File: src/rtl/clk_pkg.sv
// rtl/clk_pkg.sv - shared FSM states, field codes and wrap limits for time_set_ctrl
package clk_pkg;

  typedef enum logic [2:0] {
    ST_IDLE,
    ST_EDIT_HR,
    ST_EDIT_MIN,
    ST_EDIT_SEC,
    ST_COMMIT
  } state_e;

  typedef enum logic [1:0] {
    FIELD_NONE = 2'd0,
    FIELD_HOUR = 2'd1,
    FIELD_MIN  = 2'd2,
    FIELD_SEC  = 2'd3
  } field_e;

  localparam logic [5:0] HOUR_MAX   = 6'd23;
  localparam logic [5:0] MINSEC_MAX = 6'd59;

  // One step up or down with wrap at the field's maximum.
  function automatic logic [5:0] wrap_step(input logic [5:0] val, input logic [5:0] max,
                                           input logic up);
    if (up) return (val >= max) ? 6'd0 : val + 6'd1;
    else    return (val == 6'd0) ? max : val - 6'd1;
  endfunction

endpackage

File: src/rtl/btn_repeat.sv
// rtl/btn_repeat.sv - button edge detect with hold-then-repeat, one-cycle step pulse
module btn_repeat #(
  parameter int HOLD_CYCLES   = 8,
  parameter int REPEAT_CYCLES = 4
) (
  input  logic clk_i,
  input  logic reset_i,
  input  logic btn_i,
  output logic step_o
);

  localparam int CMAX = (HOLD_CYCLES > REPEAT_CYCLES) ? HOLD_CYCLES : REPEAT_CYCLES;
  localparam int CW   = $clog2(CMAX + 1);

  logic          r_prev;
  logic          r_rep;
  logic          r_step;
  logic [CW-1:0] r_cnt;

  // r_cnt holds the number of high samples since the press or the last repeat.
  always_ff @(posedge clk_i) begin
    if (!reset_i) begin
      r_prev <= 1'b0;
      r_rep  <= 1'b0;
      r_step <= 1'b0;
      r_cnt  <= '0;
    end else begin
      r_prev <= btn_i;
      if (!btn_i) begin
        r_cnt  <= '0;
        r_rep  <= 1'b0;
        r_step <= 1'b0;
      end else if (!r_prev) begin
        r_cnt  <= CW'(1);
        r_rep  <= 1'b0;
        r_step <= 1'b1;
      end else if (r_cnt == (r_rep ? CW'(REPEAT_CYCLES) : CW'(HOLD_CYCLES))) begin
        r_cnt  <= CW'(1);
        r_rep  <= 1'b1;
        r_step <= 1'b1;
      end else begin
        r_cnt  <= r_cnt + CW'(1);
        r_step <= 1'b0;
      end
    end
  end

  assign step_o = r_step;

endmodule

File: src/rtl/time_set_ctrl.sv
// rtl/time_set_ctrl.sv - front-panel hour/min/sec editor driving the clock set port
// Optional decrement button and behaviour enabled by TIME_SET_DEC_EN.
module time_set_ctrl
  import clk_pkg::*;
#(
  parameter int HOLD_CYCLES    = 8,
  parameter int REPEAT_CYCLES  = 4,
  parameter int TIMEOUT_CYCLES = 256,
  parameter int TS_CYCLES      = 2
) (
  input  logic       clk_i,
  input  logic       reset_i,
  input  logic       mode_i,
  input  logic       inc_i,
`ifdef TIME_SET_DEC_EN
  input  logic       dec_i,
`endif
  input  logic [4:0] cur_hour_i,
  input  logic [5:0] cur_min_i,
  input  logic [5:0] cur_sec_i,
  output logic       Timeset,
  output logic [4:0] Hourset,
  output logic [5:0] Minset,
  output logic [5:0] Secset,
  output logic [1:0] edit_field_o,
  output logic       busy_o
);

  localparam int TW = $clog2(TIMEOUT_CYCLES + 1);
  localparam int SW = $clog2(TS_CYCLES + 1);

  state_e        r_state;
  field_e        r_field;
  logic          r_busy;
  logic          r_ts;
  logic          r_mode_prev;
  logic          r_mode_press;
  logic [4:0]    r_hour;
  logic [5:0]    r_min;
  logic [5:0]    r_sec;
  logic [TW-1:0] r_idle_cnt;
  logic [SW-1:0] r_ts_cnt;

  logic w_inc_step;
  logic w_adj;
  logic w_up;
  logic w_act;

  btn_repeat #(.HOLD_CYCLES(HOLD_CYCLES), .REPEAT_CYCLES(REPEAT_CYCLES)) u_inc (
    .clk_i  (clk_i),
    .reset_i(reset_i),
    .btn_i  (inc_i),
    .step_o (w_inc_step)
  );

`ifdef TIME_SET_DEC_EN
  logic w_dec_step;

  btn_repeat #(.HOLD_CYCLES(HOLD_CYCLES), .REPEAT_CYCLES(REPEAT_CYCLES)) u_dec (
    .clk_i  (clk_i),
    .reset_i(reset_i),
    .btn_i  (dec_i),
    .step_o (w_dec_step)
  );

  // Opposing steps in the same cycle cancel but still count as activity.
  assign w_adj = w_inc_step ^ w_dec_step;
  assign w_up  = w_inc_step;
  assign w_act = w_inc_step | w_dec_step;
`else
  assign w_adj = w_inc_step;
  assign w_up  = 1'b1;
  assign w_act = w_inc_step;
`endif

  always_ff @(posedge clk_i) begin
    if (!reset_i) begin
      r_state      <= ST_IDLE;
      r_field      <= FIELD_NONE;
      r_busy       <= 1'b0;
      r_ts         <= 1'b0;
      r_mode_prev  <= 1'b0;
      r_mode_press <= 1'b0;
      r_hour       <= '0;
      r_min        <= '0;
      r_sec        <= '0;
      r_idle_cnt   <= '0;
      r_ts_cnt     <= '0;
    end else begin
      r_mode_prev  <= mode_i;
      r_mode_press <= mode_i & ~r_mode_prev;
      case (r_state)
        ST_IDLE: begin
          if (r_mode_press) begin
            r_hour     <= cur_hour_i;
            r_min      <= cur_min_i;
            r_sec      <= cur_sec_i;
            r_state    <= ST_EDIT_HR;
            r_field    <= FIELD_HOUR;
            r_busy     <= 1'b1;
            r_idle_cnt <= '0;
          end
        end
        ST_EDIT_HR, ST_EDIT_MIN, ST_EDIT_SEC: begin
          if (r_mode_press) begin
            r_idle_cnt <= '0;
            case (r_state)
              ST_EDIT_HR: begin
                r_state <= ST_EDIT_MIN;
                r_field <= FIELD_MIN;
              end
              ST_EDIT_MIN: begin
                r_state <= ST_EDIT_SEC;
                r_field <= FIELD_SEC;
              end
              default: begin
                r_state  <= ST_COMMIT;
                r_field  <= FIELD_NONE;
                r_ts     <= 1'b1;
                r_ts_cnt <= '0;
              end
            endcase
          end else if (w_act) begin
            r_idle_cnt <= '0;
            if (w_adj) begin
              case (r_state)
                ST_EDIT_HR:  r_hour <= 5'(wrap_step({1'b0, r_hour}, HOUR_MAX, w_up));
                ST_EDIT_MIN: r_min  <= wrap_step(r_min, MINSEC_MAX, w_up);
                default:     r_sec  <= wrap_step(r_sec, MINSEC_MAX, w_up);
              endcase
            end
          end else if (r_idle_cnt == TW'(TIMEOUT_CYCLES - 1)) begin
            r_state <= ST_IDLE;
            r_field <= FIELD_NONE;
            r_busy  <= 1'b0;
          end else begin
            r_idle_cnt <= r_idle_cnt + TW'(1);
          end
        end
        ST_COMMIT: begin
          if (r_ts_cnt == SW'(TS_CYCLES - 1)) begin
            r_state <= ST_IDLE;
            r_ts    <= 1'b0;
            r_busy  <= 1'b0;
          end else begin
            r_ts_cnt <= r_ts_cnt + SW'(1);
          end
        end
        default: begin
          r_state <= ST_IDLE;
          r_field <= FIELD_NONE;
          r_busy  <= 1'b0;
          r_ts    <= 1'b0;
        end
      endcase
    end
  end

  assign Timeset      = r_ts;
  assign Hourset      = r_hour;
  assign Minset       = r_min;
  assign Secset       = r_sec;
  assign edit_field_o = r_field;
  assign busy_o       = r_busy;

endmodule
File: config.mk
export PLATFORM = sky130hd
export DESIGN_NAME = time_set_ctrl
export DESIGN_NICKNAME = d
export VERILOG_FILES = /design/src/rtl/clk_pkg.sv /design/src/rtl/btn_repeat.sv /design/src/rtl/time_set_ctrl.sv
export SDC_FILE = /design/constraint.sdc
export NUM_CORES = 1
export LEC_CHECK = 0
export CORE_ASPECT_RATIO = 1.1
export CORE_UTILIZATION = 40
export DETAILED_ROUTE_END_ITERATION = 16
export PLACE_DENSITY = 0.68
export SETUP_SLACK_MARGIN = 0.5
export SYNTH_ARGS = -nofsm -noshare
export SYNTH_HDL_FRONTEND = slang
export SYNTH_SLANG_ARGS = --single-unit
File: constraint.sdc
create_clock -name clk_i -period 2.5 [get_ports clk_i]
set_clock_uncertainty 0.2 [all_clocks]
set_input_delay 0.25 -clock clk_i [delete_from_list [all_inputs] [get_ports clk_i]]
set_output_delay 0.25 -clock clk_i [all_outputs]
set_load 0.02 [all_outputs]
==> metrics.txt <==
DRC violations left=0; Finished Layout Cells=397; die area=a little over 0.006 mm²; max-slew headroom at the worst pin=69.0%; post-layout net count=350; Startpoint Class=flop; synth warn=0; share of total power consumed by net switching=approximately 28%; total leakage power=around 0.0011 µW; Max rail drop VDD=0.000281 V; number of different library cells in the post-synthesis netlist=48; reg-to-reg slack, setup=0.45 ns; Switch Pwr=~400 µW; average instance area after synthesis=8.49 µm²; first-pass GRT wire length=between 8000 and 9000 µm; critical path data required time=2.53 ns; largest incremental delay on the critical path=0.42 ns; xor/xnor cell area share of the yosys netlist=4.17%; utilization after layout=54.5%; routability cong.=0.806; mux share of post-synthesis cell area=0.867%; layout overhead on the synthesized area=28.9%; number of placement rows=28; Mapped Nets=about 300; number of max-slew violations in the final report=0; hold path depth=1; HP Class=flop to flop; sequential cell fraction of total power=51.8%; area inside the core boundary=roughly 0.0055 mm²; number of hold buffers added after cts=0; clock input transition at the sequential cells of the worst setup and hold paths=0.08 ns; slowest cell on the critical path=sky130_fd_sc_hd__or4_1; antenna-violating nets left=0; hold wc startpoint=r_mode_prev; number of input and output port buffers inserted=41; GRT Overall Usage=18.9%; clock buffers created by TritonCTS=5; count of endpoints failing setup in the final report=0; Vias=2196; power per standard cell area=501 mW/mm²; number of inserted filler cells in the final layout=513; main combinational cell family by area after synthesis=compound AO/OA/AOI/OAI gates; CTS tree=built; share of post-route cells with drive strength above 1=~11%; critical-path cell list=ha_4 -> and4_1 -> ha_2 -> or2b_4 -> a21oi_4 -> or4_1 -> a21oi_1; Die Y=about 80 µm; vias in the first global route=between 1500 and 2000; Most used DFF post-synth=sky130_fd_sc_hd__dfxtp_1; count of cells along the worst register-to-register path=7; drt wl/cell=13.7 µm; endpoint with the worst hold slack=r_mode_press; maximum clock path buffer count=2; synthesized area=0.00231 mm²; Skew-Pair Late Insertion Delay=~0.30 ns; number of antenna violations at the first check in global routing=0; adder and majority gate portion of the synthesized area=between 4 and 5%; deepest level of the CTS H-tree=2; RSZ-0062 raised after global routing=yes; pin count of the biggest net entering global routing=19; critical register-to-register path endpoint=r_idle_cnt[4]; length of the first detailed-routing pass in iterations=4; fraction of the mapped netlist area in compound gates=between 20% and 30%; number of antenna diodes=0; worst path arrival time=around 2.1 ns; starting density of the core=42.3%; worst setup path class=flop to flop; reg-to-reg critical path startpoint=r_idle_cnt[0]; maxcap violations=0; Post-synth EDFFs=0; Final Cycle Share=82.0%; shortest period the worst path allows=2.05 ns; die width=74.5 µm; via density per instance=5.53; Placed Cells=382; synthesized instance count=272; final hold viol count=0; final global-route overflow total=0; setup TNS after final layout=0 ns; flops & latches, synth=44; top-level port count=42; Cell Int Power=1080 µW; DRC marker count from the first detailed-route iteration=128; DP Wirelength=about 3700 µm; wire length reported by the detailed router=5450 µm; critical path capture point type=flop; crit path max fanout=7; sinks on the clock net=44; proportion of synthesized flip-flops having asynchronous set or reset=0%; Worst-Margin Slew=0.461 ns; portion of the post-synthesis area used by sequential elements=38.1%; maximum frequency from static timing analysis=0.488 GHz; result of the run=finished clean; synthesized-area fraction occupied by and/or/nand/nor cells=21.2%; Clk Tree Root Cell=sky130_fd_sc_hd__clkbuf_8; Clock power frac=31.3%; Gate power share=16.9%
[power groups by stage]
stage / clock network [µW] / registers [µW] / logic, µW
after floorplan: 0 / 807 / 121
after global placement: 0 / 789 / 239
after detailed placement: 0 / 790 / 242
after CTS: 482 / 772 / 253
after global routing: 513 / 778 / 274
final: 466 / 773 / 252
[worst max-delay path by stage]
| stage | startpoint | end | slack, ns | depth (start not counted) |
|---|---|---|---|---|
| finish | r_idle_cnt[0] | r_idle_cnt[4] | 0.45 | 7 |
| global route | r_idle_cnt[3] | r_idle_cnt[1] | 0.38 | 7 |
| CTS | r_idle_cnt[0] | r_idle_cnt[3] | 0.39 | 7 |
| detailed placement | r_idle_cnt[1] | r_idle_cnt[4] | 0.34 | 7 |
| global placement | r_idle_cnt[1] | r_idle_cnt[7] | 0.41 | 7 |
| floorplan | r_idle_cnt[1] | r_idle_cnt[2] | 0.47 | 8 |
[area by class of cell]
class	count	area, µm²	share of cell area (%)
sequential	44	893	30.0
multi-input combinational	209	1370	46.2
clock buffer	6	82.6	2.77
timing repair buffer	51	485	16.3
clock inverter	2	10.0	0.336
tap	75	93.8	3.15
inverter	10	37.5	1.26
[routing by layer]
layer,vias up,global-route usage (%),wire [µm]
met5,-,0,0
met2,52,32.1,2710
li1,1107,-,-
met1,1033,23.7,2490
met4,0,8.11,31
met3,4,2.82,228
[state kept, by name, summed over array words and instances, names as in the netlist]
name          flops
Hourset           5
Minset            6
Secset            6
Timeset           1
busy_o            1
edit_field_o      2
r_idle_cnt        9
r_mode_press      1
r_mode_prev       1
r_state           3
r_ts_cnt          2
u_inc.r_cnt       4
u_inc.r_prev      1
u_inc.r_rep       1
u_inc.step_o      1
[critical path, delay by kind of cell, from the launching register on]
kind	cells	cell delay, ns
flops	1	0.36
compound gates	2	0.23
fa+ha+maj	2	0.32
simple gates	3	0.86
[metrics by stage]
| step | cell area, µm² | worst slack [ns] | hold WS [ns] | power (µW) |
|---|---|---|---|---|
| floorplan | 2330 | 0.469 | 0.167 | 928 |
| global placement | 2810 | 0.409 | 0.171 | 1030 |
| detailed placement | 2810 | 0.345 | 0.171 | 1030 |
| CTS | 2960 | 0.386 | 0.183 | 1510 |
| global route | 2980 | 0.383 | 0.188 | 1570 |
| finish | 2980 | 0.450 | 0.176 | 1490 |
[synthesized netlist by cell type, drive strengths merged (3+ instances only)]
library cell	number	area share, %
dfxtp	44	38
o21ai	39	8.5
a21oi	18	4.9
nor2	18	3.0
a31oi	16	4.3
nand2	14	2.3
nand3	13	2.8
inv	9	1.5
buf	8	2.3
ha	8	4.3
nand2b	7	1.9
o211ai	6	2.0
xor2	6	2.3
o31ai	5	1.6
or4	5	1.6
xnor2	5	1.9
and2	4	1.1
nand3b	4	1.3
nor2b	4	1.1
o211a	4	1.7
a21boi	3	1.1
nor3	3	0.65
nor3b	3	0.98
[cell families (layout without fill, tap and decap cells)]
kind of cell,after synthesis,in the layout
compound gates,99,100
xor+xnor,11,11
fa+ha+maj,8,8
buf+inv,20,69
flops,44,44
mux,2,2
simple gates,88,88
[cells in the final DEF, fill, tap and decap left out, drive strengths merged, types with 9 or more instances in the layout]
cell type and count:
o21ai 39, nand2 14, a31oi 16, a21oi 19, nand3 13, inv 9, dfxtp 44, buf 10
clkdlybuf4s50 41, nor2 18
[timing repair]
| item | CTS | global route |
|---|---|---|
| resized for setup | 5 | 3 |
| setup endpoints to repair | 9 | 27 |
| setup buffers | 5 | 1 |
| gates cloned | 1 | 0 |
| pin swaps | 7 | 4 |
Power figures use the tool's default switching activity.
